### src/rtl/alu_pkg.sv
// alu_pkg: shared definitions for the ALU issue stage.
//   - ALU pattern codes driven on alu_pattern (ALU_PASS..ALU_NOR = 0..9)
//   - MIPS opcode / funct constants for the supported subset
//   - issue_t: decoded entry carried through the issue buffer
package alu_pkg;

  localparam logic [3:0] ALU_PASS = 4'd0;
  localparam logic [3:0] ALU_ADD  = 4'd1;
  localparam logic [3:0] ALU_AND  = 4'd2;
  localparam logic [3:0] ALU_OR   = 4'd3;
  localparam logic [3:0] ALU_SLL  = 4'd4;
  localparam logic [3:0] ALU_SRL  = 4'd5;
  localparam logic [3:0] ALU_SUB  = 4'd6;
  localparam logic [3:0] ALU_SRA  = 4'd7;
  localparam logic [3:0] ALU_SLT  = 4'd8;
  localparam logic [3:0] ALU_NOR  = 4'd9;

  localparam logic [5:0] OP_RTYPE = 6'h00;
  localparam logic [5:0] OP_ADDI  = 6'h08;
  localparam logic [5:0] OP_ADDIU = 6'h09;
  localparam logic [5:0] OP_SLTI  = 6'h0A;
  localparam logic [5:0] OP_ANDI  = 6'h0C;
  localparam logic [5:0] OP_ORI   = 6'h0D;
  localparam logic [5:0] OP_LUI   = 6'h0F;
  localparam logic [5:0] OP_LW    = 6'h23;
  localparam logic [5:0] OP_SW    = 6'h2B;

  localparam logic [5:0] FN_SLL  = 6'h00;
  localparam logic [5:0] FN_SRL  = 6'h02;
  localparam logic [5:0] FN_SRA  = 6'h03;
  localparam logic [5:0] FN_SLLV = 6'h04;
  localparam logic [5:0] FN_SRLV = 6'h06;
  localparam logic [5:0] FN_SRAV = 6'h07;
  localparam logic [5:0] FN_ADD  = 6'h20;
  localparam logic [5:0] FN_ADDU = 6'h21;
  localparam logic [5:0] FN_SUB  = 6'h22;
  localparam logic [5:0] FN_SUBU = 6'h23;
  localparam logic [5:0] FN_AND  = 6'h24;
  localparam logic [5:0] FN_OR   = 6'h25;
  localparam logic [5:0] FN_NOR  = 6'h27;
  localparam logic [5:0] FN_SLT  = 6'h2A;

  typedef struct packed {
    logic [31:0] a;
    logic [31:0] b;
    logic [3:0]  pattern;
    logic [4:0]  rd;
    logic        we;
    logic        illegal;
  } issue_t;

  localparam issue_t ISSUE_RESET = '0;

endpackage

### src/rtl/alu_decode.sv
// alu_decode: purely combinational decode of one MIPS-subset instruction
// and its register operands into an issue_t entry.
//   instr_i  : instruction word
//   rs_val_i : value of GPR[rs]
//   rt_val_i : value of GPR[rt]
//   issue_o  : ALU operands, pattern and writeback control
module alu_decode
  import alu_pkg::*;
(
  input  logic [31:0] instr_i,
  input  logic [31:0] rs_val_i,
  input  logic [31:0] rt_val_i,
  output issue_t      issue_o
);

  logic [5:0]  opcode;
  logic [5:0]  funct;
  logic [4:0]  rt_idx;
  logic [4:0]  rd_idx;
  logic [4:0]  shamt;
  logic [31:0] imm_sext;
  logic [31:0] imm_zext;
  issue_t      dec;

  // The rs index is not needed: its value already arrives as rs_val_i.
  logic unused_rs_idx;
  assign unused_rs_idx = ^instr_i[25:21];

  assign opcode   = instr_i[31:26];
  assign rt_idx   = instr_i[20:16];
  assign rd_idx   = instr_i[15:11];
  assign shamt    = instr_i[10:6];
  assign funct    = instr_i[5:0];
  assign imm_sext = {{16{instr_i[15]}}, instr_i[15:0]};
  assign imm_zext = {16'h0000, instr_i[15:0]};

  always_comb begin
    dec = ISSUE_RESET;
    if (opcode == OP_RTYPE) begin
      // Common R-type fields; cleared again below if the funct is unknown.
      dec.a  = rs_val_i;
      dec.b  = rt_val_i;
      dec.rd = rd_idx;
      dec.we = 1'b1;
      case (funct)
        FN_ADD, FN_ADDU: dec.pattern = ALU_ADD;
        FN_SUB, FN_SUBU: dec.pattern = ALU_SUB;
        FN_AND:          dec.pattern = ALU_AND;
        FN_OR:           dec.pattern = ALU_OR;
        FN_NOR:          dec.pattern = ALU_NOR;
        FN_SLT:          dec.pattern = ALU_SLT;
        FN_SLL: begin dec.a = {27'd0, shamt}; dec.pattern = ALU_SLL; end
        FN_SRL: begin dec.a = {27'd0, shamt}; dec.pattern = ALU_SRL; end
        FN_SRA: begin dec.a = {27'd0, shamt}; dec.pattern = ALU_SRA; end
        FN_SLLV:         dec.pattern = ALU_SLL;
        FN_SRLV:         dec.pattern = ALU_SRL;
        FN_SRAV:         dec.pattern = ALU_SRA;
        default: begin
          dec         = ISSUE_RESET;
          dec.illegal = 1'b1;
        end
      endcase
    end else begin
      dec.a  = rs_val_i;
      dec.rd = rt_idx;
      dec.we = 1'b1;
      case (opcode)
        OP_ADDI, OP_ADDIU: begin dec.b = imm_sext; dec.pattern = ALU_ADD; end
        OP_SLTI:           begin dec.b = imm_sext; dec.pattern = ALU_SLT; end
        OP_ANDI:           begin dec.b = imm_zext; dec.pattern = ALU_AND; end
        OP_ORI:            begin dec.b = imm_zext; dec.pattern = ALU_OR;  end
        // lui is executed as imm << 16 on the shifter.
        OP_LUI: begin
          dec.a       = 32'd16;
          dec.b       = imm_zext;
          dec.pattern = ALU_SLL;
        end
        OP_LW:  begin dec.b = imm_sext; dec.pattern = ALU_ADD; end
        OP_SW:  begin dec.b = imm_sext; dec.pattern = ALU_ADD; dec.we = 1'b0; end
        default: begin
          dec         = ISSUE_RESET;
          dec.illegal = 1'b1;
        end
      endcase
    end
    // $0 is hardwired; never request a write to it.
    if (dec.rd == 5'd0) dec.we = 1'b0;
  end

  assign issue_o = dec;

endmodule

### src/rtl/alu_issue.sv
// alu_issue: issue stage between register read and the execute ALU.
// Decodes the incoming instruction and holds decoded entries in a
// 2-entry in-order valid/ready skid buffer (head drives the outputs).
//   clk, rstn (async active-low), flush (sync, drops everything)
//   in_valid/in_ready, in_instr, in_rs_val, in_rt_val : upstream side
//   out_valid/out_ready, data_a, data_b, alu_pattern,
//   out_rd, out_we, out_illegal                        : ALU side
module alu_issue
  import alu_pkg::*;
(
  input  logic        clk,
  input  logic        rstn,
  input  logic        flush,
  input  logic        in_valid,
  output logic        in_ready,
  input  logic [31:0] in_instr,
  input  logic [31:0] in_rs_val,
  input  logic [31:0] in_rt_val,
  output logic        out_valid,
  input  logic        out_ready,
  output logic [31:0] data_a,
  output logic [31:0] data_b,
  output logic [3:0]  alu_pattern,
  output logic [4:0]  out_rd,
  output logic        out_we,
  output logic        out_illegal
);

  issue_t     dec;
  issue_t     head_q, head_d;
  issue_t     skid_q, skid_d;
  logic [1:0] occ_q, occ_d;
  logic       accept;
  logic       retire;

  alu_decode u_decode (
    .instr_i  (in_instr),
    .rs_val_i (in_rs_val),
    .rt_val_i (in_rt_val),
    .issue_o  (dec)
  );

  // in_ready depends only on registered occupancy, so out_ready never
  // reaches it combinationally.
  assign in_ready  = (occ_q != 2'd2);
  assign out_valid = (occ_q != 2'd0);
  assign accept    = in_valid & in_ready;
  assign retire    = out_valid & out_ready;

  always_comb begin
    head_d = head_q;
    skid_d = skid_q;
    occ_d  = occ_q;
    if (flush) begin
      // Payload registers keep their contents; only occupancy clears.
      occ_d = 2'd0;
    end else begin
      case (occ_q)
        2'd0: begin
          if (accept) begin
            head_d = dec;
            occ_d  = 2'd1;
          end
        end
        2'd1: begin
          case ({accept, retire})
            2'b10: begin skid_d = dec; occ_d = 2'd2; end
            2'b01: occ_d = 2'd0;
            2'b11: head_d = dec;
            default: ;
          endcase
        end
        2'd2: begin
          if (retire) begin
            head_d = skid_q;
            occ_d  = 2'd1;
          end
        end
        default: occ_d = 2'd0;
      endcase
    end
  end

  always_ff @(posedge clk or negedge rstn) begin
    if (!rstn) begin
      head_q <= ISSUE_RESET;
      skid_q <= ISSUE_RESET;
      occ_q  <= 2'd0;
    end else begin
      head_q <= head_d;
      skid_q <= skid_d;
      occ_q  <= occ_d;
    end
  end

  assign data_a      = head_q.a;
  assign data_b      = head_q.b;
  assign alu_pattern = head_q.pattern;
  assign out_rd      = head_q.rd;
  assign out_we      = head_q.we;
  assign out_illegal = head_q.illegal;

endmodule

### config.mk
export PLATFORM = sky130hd
export DESIGN_NAME = alu_issue
export DESIGN_NICKNAME = d
export VERILOG_FILES = /design/src/rtl/alu_pkg.sv /design/src/rtl/alu_decode.sv /design/src/rtl/alu_issue.sv
export SDC_FILE = /design/constraint.sdc
export NUM_CORES = 1
export LEC_CHECK = 0
export ABC_AREA = 1
export BUFFER_PORTS_ARGS = -buffer_cell sky130_fd_sc_hd__clkbuf_2
export CAP_MARGIN = 20
export CORE_AREA = 2 2 127 129
export DETAILED_ROUTE_END_ITERATION = 10
export DIE_AREA = 0 0 129 131
export PLACE_DENSITY = 0.76
export SYNTH_ARGS = -nofsm -noshare
export SYNTH_HDL_FRONTEND = slang
export SYNTH_SLANG_ARGS = --single-unit
### constraint.sdc
create_clock -name clk -period 1.7 [get_ports clk]
set_clock_uncertainty 0.15 [all_clocks]
set_input_delay 0.34 -clock clk [delete_from_list [all_inputs] [get_ports clk]]
set_output_delay 0.34 -clock clk [all_outputs]
set_load 0.02 [all_outputs]
==> run_results.csv, run 1 <==
group,metric,value,unit
synth,synth_edf_count,0,
place,place_hpwl,13500,um
finish,drive_gt1_frac,0.292,
setup_path,crit_slowest_cell,"dfrtp_1",
synth,synth_common_cells,"nand2_1 (226), dfrtp_1 (152), nor2_1 (97), o21ai_0 (87), inv_1 (83)",
global_routing,grt_pass1_vias,6927,
setup_path,start_kind,"flip-flop",
finish,fill_cells,1319,
setup_path,cp.required,1.91,ns
setup_path,r2r-end,"data_b[2]",
finish,fin_util,0.651,
detailed_routing,postRouteAntennaNets,0,
floorplanning,die_h,131,um
synth,synth_top_area_cell,"dfrtp_1",
power,p_total,0.0120,W
run,maxCapViolations,0,
setup_path,r2r-start,"occ_q[1]",
min_path,holdPathStages,3,
place,io_buffers,172,
detailed_routing,drt-initial-drc-count,605,
cts,htree_num_levels,4,
timing,setup_violations,84,
setup_path,crit_chain,"inv_2, nor2_4, inv_4, o22ai_4, nor3_4, buf_12, inv_6, buf_12, a21oi_1, o21ai_0, nand2_1",
timing,period_share,1.07,
synth,synth_cell_types,37,
timing,max_slew_margin,0.763,
synth,postSynth.asyncResetShare,1.00,
synth,yosysMostFrequentCell,"nand2_1",
setup_path,rr_worst_depth,11,
global_routing,grt-ovfl-total,0,
synth,synth-seq-cells,152,
detailed_routing,vias_per_cell,5.21,
synth,synth_area_leaders,"dfrtp_1 (51%), nand2_1 (11%), o21ai_0 (5.8%)",
global_routing,grtUsageTotal,0.250,
timing,max_freq,550,MHz
min_path,min_from,"in_rs_val[2]",
cts,clkLatencyLatePin,0.42,ns
cts,cts_tree,"built",
timing,timing.final.ws_setup,-0.119,ns
detailed_routing,firstDrtPassIters,5,
power,vdd_ir_drop_max,0.000819,V
global_routing,antenna_found_initial,0,
setup_path,crit_arrival,2.03,ns
synth,synth_cells,950,
global_routing,grt_max_degree,56,
timing,period_needed,1.82,ns
run_status,violations,"negative setup slack",
floorplanning,chipWidth,129,um
floorplanning,io_pins,178,
synth,syn_nets,1051,
timing,slew_viol_final,0,
detailed_routing,drc,0,
setup_path,worstSetupPathType,"flip-flop to flip-flop",
synth,avgSynthCellArea,7.84,sq um
setup_path,path_max_fanout,11,
setup_path,reg2reg_slack,-0.12,ns
cts,cts.path.max_buffers,2,
detailed_routing,wirelength,21800,um
setup_path,crit_path_frequent_cell,"buf_12",
detailed_routing,vias,7303,
cts,root_buffer,"clkbuf_16",
timing,finalHoldViolCount,0,
finish,areaGrowthSynthToFinish,36.3,%
setup_path,crit_path_end_kind,"flip-flop",
power,p_leak,5.21,nW
detailed_routing,wl_per_cell,15.6,um
cts,cts.sinks,152,
synth,yosys.area.top_type_share,0.510,
synth,synth_ff_type,"dfrtp_1",
finish,final_nets,1278,
finish,diodes,0,
synth,seq_area_frac_synth,0.510,
min_path,hp-class,"primary input to flip-flop",
power,power_density,1180,nW/um^2
place,gp_congestion,0.886,
cts,cts_buffers,17,
floorplanning,initial_core_util,0.478,
floorplanning,dieArea,16900,sq um
cts,path_clk_slew,0.06,ns
synth,yosys_warnings,0,
timing,rsz0062_at_grt,"true",
synth,netlist_area,7450,sq um
min_path,min_to,"skid_q[45]",
run_status,status,"finished with violations",
global_routing,grt_pass1_wl,33200,um
floorplanning,num_rows,46,
timing,worst_pin_slew,0.356,ns
floorplanning,core_region_area,15600,sq um
setup_path,crit_path_max_incr_delay,0.40,ns
## registers in the layout (all words and copies together), names as in the netlist
name / count
data_a: 32
out_we: 1
skid_q: 75
out_rd: 5
occ_q: 2
data_b: 32
alu_pattern: 4
out_illegal: 1
## cell type report
type                       instances  area [sq um]  share of cell area
timing repair inverter             1          8.76            0.000862
timing repair buffer             264          2030               0.200
inverter                          95           389              0.0383
sequential                       152          3800               0.375
multi-input combinational        646          3110               0.306
clock inverter                    10           108              0.0106
tap                              216           270              0.0266
clock buffer                      18           439              0.0432
## worst max-delay path by stage
stage                endpoint  cells after the start   startpoint
5_1_grt        alu_pattern[0]                     11     occ_q[1]
3_5_place_dp       data_a[26]                     12  in_instr[3]
4_1_cts              in_ready                      5     occ_q[1]
6_report            data_b[2]                     11     occ_q[1]
2_1_floorplan      data_a[28]                     11  in_instr[5]
3_3_place_gp           out_we                     12  in_instr[4]
## layout by cell type, fill, tap and decap left out, types with 2 or more instances in the layout
| master | Yosys | layout |
|---|---|---|
| inv_2 | 10 | 8 |
| a21oi_4 | 1 | 3 |
| clkinvlp_4 | 0 | 3 |
| nor2_1 | 97 | 96 |
| nand2_2 | 2 | 2 |
| a21oi_2 | 1 | 17 |
| clkinv_2 | 1 | 6 |
| nand4_1 | 4 | 4 |
| nor3_1 | 2 | 2 |
| inv_1 | 83 | 83 |
| buf_12 | 0 | 15 |
| buf_6 | 3 | 4 |
| nand3_2 | 3 | 3 |
| buf_4 | 9 | 59 |
| dfrtp_1 | 152 | 151 |
| o21ai_2 | 0 | 2 |
| buf_16 | 0 | 7 |
| nand3_1 | 36 | 36 |
| clkbuf_2 | 0 | 170 |
| nor2_2 | 2 | 3 |
| nor2_4 | 3 | 3 |
| o21ai_0 | 87 | 60 |
| a21oi_1 | 81 | 63 |
| nand2_1 | 226 | 225 |
| clkbuf_16 | 0 | 24 |
| bufinv_16 | 0 | 2 |
| o21ai_1 | 53 | 78 |
| a31oi_1 | 35 | 35 |
## per-stage QoR
stage               hold slack (ns)  cell area [sq um]  instances  worst slack [ns]  setup TNS [ns]
floorplan                    -0.106               7460        950           0.00976               0
global placement              0.112               9050       1355            -0.329          -26.16
detailed placement            0.115               9050       1355            -0.365          -29.42
CTS                         0.00146               9840       1395            -0.137           -2.88
global route                 0.0530              10200       1402            -0.240          -18.63
finish                       0.0169              10200       1402            -0.119           -4.06
## cells by family after synthesis
logic type / after synthesis / synth area share
flip-flops: 152 / 0.510
AND/OR/NAND/NOR: 380 / 0.211
buffers and inverters: 152 / 0.0878
AO/OA/AOI/OAI: 266 / 0.190
## metal layers
| layer | track usage | part of all wire | routed length, um | vias up |
|---|---|---|---|---|
| li1 | - | - | - | 3564 |
| met1 | 0.328 | 0.43 | 9330 | 3449 |
| met2 | 0.416 | 0.50 | 10900 | 263 |
| met3 | 0.0590 | 0.059 | 1290 | 27 |
| met4 | 0.0754 | 0.014 | 307 | 0 |
| met5 | 0 | 0 | 0 | - |
## worst max-delay path, delay by kind of cell, from the launching register on
family                 cells  cell delay, ns
DFF                        1            0.40
AOI/OAI and AO/OA          3            0.29
buffers and inverters      5            0.57
and+or+nand+nor            3            0.34
## repair_timing
action | CTS | global route
hold buffers | 1 | 0
setup buffers | 6 | 0
endpoints found under the hold margin | 80 | 0
gates resized for setup | 14 | 66
setup endpoints to repair | 93 | 154
cloned | 5 | 8
pin swaps | 3 | 8
## report_power, final
part | leakage, nW | internal (W) | switching [W] | total (W)
combinational | 2.91 | 0.00139 | 0.00212 | 0.00351
clock | 0.265 | 0.00215 | 0.00148 | 0.00363
sequential | 2.04 | 0.00446 | 0.000421 | 0.00488
No activity file was read; power rests on OpenSTA's default activity.
==> run 2, diff against run 1 <==
==> constraint.sdc (replaced) <==
create_clock -name clk -period 1.7 [get_ports clk]
set_clock_uncertainty 0.15 [all_clocks]
set_input_delay 0.34 -clock clk [delete_from_list [all_inputs] [get_ports clk]]
set_output_delay 0.34 -clock clk [all_outputs]
set_load 0.01 [all_outputs]
==> run_results.csv, run 2 (synthesis gave the netlist of run 1 again) <==
group,metric,value,unit
finish,largest_reg_flops,75,
min_path,hp-class,"primary input to flip-flop",
timing,max_freq,552,MHz
global_routing,grtUsageTotal,0.239,
power,vdd_ir_drop_max,0.000754,V
setup_path,reg2reg_slack,-0.10,ns
timing,period_share,1.07,
timing,finalHoldViolCount,0,
finish,mostFrequentLayoutCell,"nand2_1",
setup_path,crit_path_end_kind,"primary output",
place,dpl_cell_area,9180,sq um
global_routing,grt_pass1_vias,6687,
global_routing,met1_usage,0.312,
timing,worst_pin_slew,0.343,ns
floorplanning,core_region_area,15600,sq um
floorplanning,io_pins,178,
setup_path,crit_arrival,1.32,ns
place,pre_cts_ws,-0.415,ns
detailed_routing,wl_per_cell,14.8,um
timing,whs,0.0126,ns
cts,path_clk_slew,0.06,ns
global_routing,grt_pass1_wl,31900,um
timing,period_needed,1.81,ns
timing,setup_violations,70,
finish,regMostFlops,"skid_q",
place,gp_congestion,0.874,
finish,final_nets,1286,
min_path,holdPathStages,3,
setup_path,r2r-end,"data_a[12]",
setup_path,worstSetupPathType,"flip-flop to primary output",
place,place_hpwl,13500,um
setup_path,cp-startpoint,"occ_q[1]",
detailed_routing,vias,7226,
detailed_routing,vias_per_cell,5.11,
timing,timing.final.ws_setup,-0.113,ns
global_routing,grt_max_degree,70,
floorplanning,dieArea,16900,sq um
floorplanning,die_h,131,um
cts,root_buffer,"clkbuf_16",
power,p_leak,5.24,nW
power,pwr-share-seq,0.416,
timing,max_slew_margin,0.772,
run_status,violations,"negative setup slack",
finish,areaGrowthSynthToFinish,36.7,%
timing,tns,-2.55,ns
global_routing,use_met2,0.388,
detailed_routing,drc,0,
global_routing,grt-ovfl-total,0,
global_routing,gr-usage-met3,0.0566,
setup_path,cp.required,1.21,ns
detailed_routing,firstDrtPassIters,7,
finish,fill_cells,1308,
global_routing,antenna_found_initial,0,
setup_path,worstSetupEndpoint,"out_valid",
timing,slew_viol_final,0,
run_status,status,"finished with violations",
place,io_buffers,172,
detailed_routing,postRouteAntennaNets,0,
finish,design_area,10200,sq um
cts,cts.path.max_buffers,2,
cts,cts_tree,"built",
setup_path,r2r-start,"occ_q[1]",
cts,clkLatencyLatePin,0.42,ns
finish,seq_area,3810,sq um
detailed_routing,drt-initial-drc-count,501,
timing,rsz0062_at_grt,"true",
run,maxCapViolations,0,
floorplanning,num_rows,46,
setup_path,start_kind,"flip-flop",
power,comb_power_share,0.264,
power,p_int,0.00808,W
setup_path,path_max_fanout,3,
cts,cts_buffers,17,
floorplanning,initial_core_util,0.478,
power,power_density,1160,nW/um^2
global_routing,gr-max-usage-layer,"met2",
finish,diodes,0,
power,power_frac_clock,0.320,
finish,layout_common_cells,"nand2_1 (225), clkbuf_2 (170), dfrtp_1 (150)",
power,p_switching,0.00369,W
setup_path,rr_worst_depth,10,
detailed_routing,wirelength,20900,um
cts,cts.sinks,152,
cts,htree_num_levels,4,
floorplanning,chipWidth,129,um
power,switching_share,0.314,
finish,multi_input_area,3110,sq um
finish,drive_gt1_frac,0.298,
[run 2: per-layer routing]
| metal | routed length (um) | part of all wire | vias up |
|---|---|---|---|
| met5 | 0 | 0 | - |
| met4 | 416 | 0.020 | 0 |
| met3 | 1210 | 0.058 | 32 |
| met2 | 10100 | 0.48 | 234 |
| met1 | 9170 | 0.44 | 3380 |
| li1 | - | - | 3580 |
[run 2: critical path, cell delays in order (launching register included)]
cell and delay, ns:
dfrtp_2 0.43, inv_2 0.09, nand2_1 0.11, buf_4 0.15, clkbuf_2 0.13
[run 2: what timing repair did]
action                     CTS  global route
hold endpoints to repair    66             0
pin swaps                    3             6
hold buffers                 1             0
gates resized for setup     34            46
buffers inserted             8             3
gates cloned                 1             6
setup endpoints to repair  114           154
[run 2: through the flow]
step	utilization	power (W)	cells
finish	0.653	0.0118	1414
global route	0.653	0.0124	1414
CTS	0.635	0.0116	1408
detailed placement	0.588	0.00771	1366
global placement	0.588	0.00762	1366
floorplan	-	0.00646	950
[run 2: worst min-delay path by stage]
| stage | start | end | slack (ns) |
|---|---|---|---|
| after floorplan | rstn | alu_pattern[0] | -0.11 |
| after global placement | rstn | data_a[7] | 0.11 |
| after detailed placement | rstn | data_a[8] | 0.11 |
| after CTS | in_rs_val[2] | skid_q[45] | 0.002 |
| after global routing | in_rs_val[1] | skid_q[44] | 0.03 |
| final | in_rs_val[0] | skid_q[43] | 0.01 |
[run 2: area by class of cell]
class	count	share of cell area
sequential	152	0.374
clock inverter	8	0.00933
inverter	95	0.0366
multi-input combinational	646	0.306
tap	216	0.0265
timing repair buffer	273	0.201
clock buffer	24	0.0473
[run 2: power by group through the flow]
stage / clock, W / sequential (W) / combinational, W
finish: 0.00376 / 0.00490 / 0.00311
global route: 0.00395 / 0.00501 / 0.00346
CTS: 0.00381 / 0.00486 / 0.00292
detailed placement: 0 / 0.00492 / 0.00279
global placement: 0 / 0.00489 / 0.00273
floorplan: 0 / 0.00502 / 0.00144
==> run 3, diff against run 2 <==
--- a/config.mk
+++ b/config.mk
@@ -8,10 +8,10 @@
 export ABC_AREA = 1
 export BUFFER_PORTS_ARGS = -buffer_cell sky130_fd_sc_hd__clkbuf_2
 export CAP_MARGIN = 20
-export CORE_AREA = 2 2 127 129
+export CORE_AREA = 2 2 117 119
 export DETAILED_ROUTE_END_ITERATION = 10
-export DIE_AREA = 0 0 129 131
-export PLACE_DENSITY = 0.76
+export DIE_AREA = 0 0 119 121
+export PLACE_DENSITY = 0.84
 export SYNTH_ARGS = -nofsm -noshare
 export SYNTH_HDL_FRONTEND = slang
 export SYNTH_SLANG_ARGS = --single-unit
==> constraint.sdc (replaced) <==
create_clock -name clk -period 2.2 [get_ports clk]
set_clock_uncertainty 0.15 [all_clocks]
set_input_delay 0.44 -clock clk [delete_from_list [all_inputs] [get_ports clk]]
set_output_delay 0.44 -clock clk [all_outputs]
set_load 0.01 [all_outputs]
==> run_results.csv, run 3 (synthesis gave the netlist of run 1 again) <==
group,metric,value,unit
timing,rsz0062_at_grt,"false",
finish,fill_cells,1053,
setup_path,path_max_fanout,17,
place,io_buffers,172,
timing,max_freq,489,MHz
setup_path,crit_path_max_incr_delay,0.45,ns
floorplanning,initial_core_util,0.569,
setup_path,start_kind,"flip-flop",
floorplanning,num_rows,42,
floorplanning,io_pins,178,
setup_path,crit_path_end_kind,"primary output",
timing,period_share,0.929,
finish,multi_input_area,2990,sq um
cts,hold_buffers,1,
timing,finalHoldViolCount,0,
place,gp_congestion,0.897,
cts,cts_setup_buffers,0,
finish,regMostFlops,"skid_q",
detailed_routing,drc,0,
setup_path,crit_slowest_cell,"dfrtp_1",
cts,clkLatencyLatePin,0.42,ns
timing,tns,0,ns
cts,cts.path.max_buffers,2,
global_routing,grt_max_degree,136,
global_routing,grt_pass1_vias,6430,
power,p_leak,4.76,nW
finish,largest_reg_flops,75,
timing,max_slew_margin,0.637,
setup_path,cp_top_family,"flip-flops",
finish,drive_gt1_frac,0.227,
finish,stdcell_count,1297,
cts,cts.sinks,152,
setup_path,crit_arrival,1.45,ns
setup_path,crit_chain,"nor2_4, inv_4, buf_4, clkbuf_2",
cts,root_buffer,"clkbuf_16",
finish,fin_util,0.700,
finish,diodes,0,
place,place_hpwl,12400,um
finish,design_area,9160,sq um
finish,seq_area,3800,sq um
detailed_routing,drt-initial-drc-count,732,
detailed_routing,vias_per_cell,5.36,
timing,setup_violations,0,
place,dp.cells,1265,
finish,final_nets,1210,
finish,layout_common_cells,"nand2_1 (226), clkbuf_2 (171), dfrtp_1 (152)",
finish,mostFrequentLayoutCell,"nand2_1",
timing,period_needed,2.04,ns
cts,cts_buffers,17,
power,p_total,0.00856,W
cts,htree_num_levels,4,
power,power_density,935,nW/um^2
min_path,hp-class,"primary input to flip-flop",
cts,cts_tree,"built",
cts,post_cts_resize_count,0,
detailed_routing,vias,6946,
place,dpl_cell_area,8580,sq um
run,maxCapViolations,0,
detailed_routing,wl_per_cell,14.5,um
global_routing,grt_pass1_wl,30600,um
floorplanning,core_region_area,13100,sq um
timing,worst_pin_slew,0.544,ns
global_routing,grt-ovfl-total,0,
run_status,status,"completed",
setup_path,worstSetupPathType,"flip-flop to primary output",
global_routing,antenna_found_initial,0,
detailed_routing,firstDrtPassIters,6,
floorplanning,dieArea,14400,sq um
global_routing,grtUsageTotal,0.267,
setup_path,crit_buf_inv,3,
detailed_routing,postRouteAntennaNets,0,
floorplanning,chipWidth,119,um
cts,path_clk_slew,0.06,ns
power,vdd_ir_drop_max,0.000560,V
floorplanning,die_h,121,um
detailed_routing,wirelength,18900,um
finish,areaGrowthSynthToFinish,22.9,%
setup_path,cp.required,1.61,ns
timing,slew_viol_final,0,
==> run 3: path summary, 6_finish.rpt <==
check,from,endpoint,slack (ns),cells past startpoint
setup reg to reg,occ_q[0],data_a[13],0.18,10
hold / removal,in_rs_val[3],skid_q[46],0.13,3
hold reg to reg,data_a[5],data_a[5],0.33,2
setup / recovery,occ_q[0],in_ready,0.16,4
min in group asynchronous,rstn,data_a[5],0.37,2
max in group asynchronous,rstn,data_b[29],0.88,3
==> run 3: layout make-up <==
class | count | share of cell area
Clock inverter | 7 | 0.00738
Inverter | 95 | 0.0396
Sequential cell | 152 | 0.415
Clock buffer | 24 | 0.0548
Tap cell | 176 | 0.0241
Timing Repair Buffer | 197 | 0.132
Multi-Input combinational cell | 646 | 0.327
==> run 3: power breakdown <==
group	switching (W)	internal [W]
clock network	0.00109	0.00169
registers	0.000320	0.00344
logic	0.00124	0.000774
total	0.00265	0.00591
==> run 3: stage by stage <==
| stage | setup slack [ns] | hold slack, ns |
|---|---|---|
| 5_1_grt | 0.0596 | 0.134 |
| 4_1_cts | 0.148 | 0.118 |
| 3_3_place_gp | 0.0426 | 0.267 |
| 2_1_floorplan | 0.385 | -0.00559 |
| 6_report | 0.156 | 0.127 |
| 3_5_place_dp | -0.0171 | 0.263 |
==> run 3: routing by layer <==
metal  wire length (um)  GRT usage  vias up
li1                   -          -     3422
met4                342      0.112        0
met2               9100      0.428      276
met5                  0          0        -
met1               8190      0.355     3228
met3               1220     0.0578       20
==> run 3: worst register-to-register path: cells and delay by family, from the launching register on <==
family	cells	cell delay [ns]
buffers and inverters	4	0.69
AOI/OAI and AO/OA	3	0.34
and+or+nand+nor	3	0.27
DFF	1	0.45
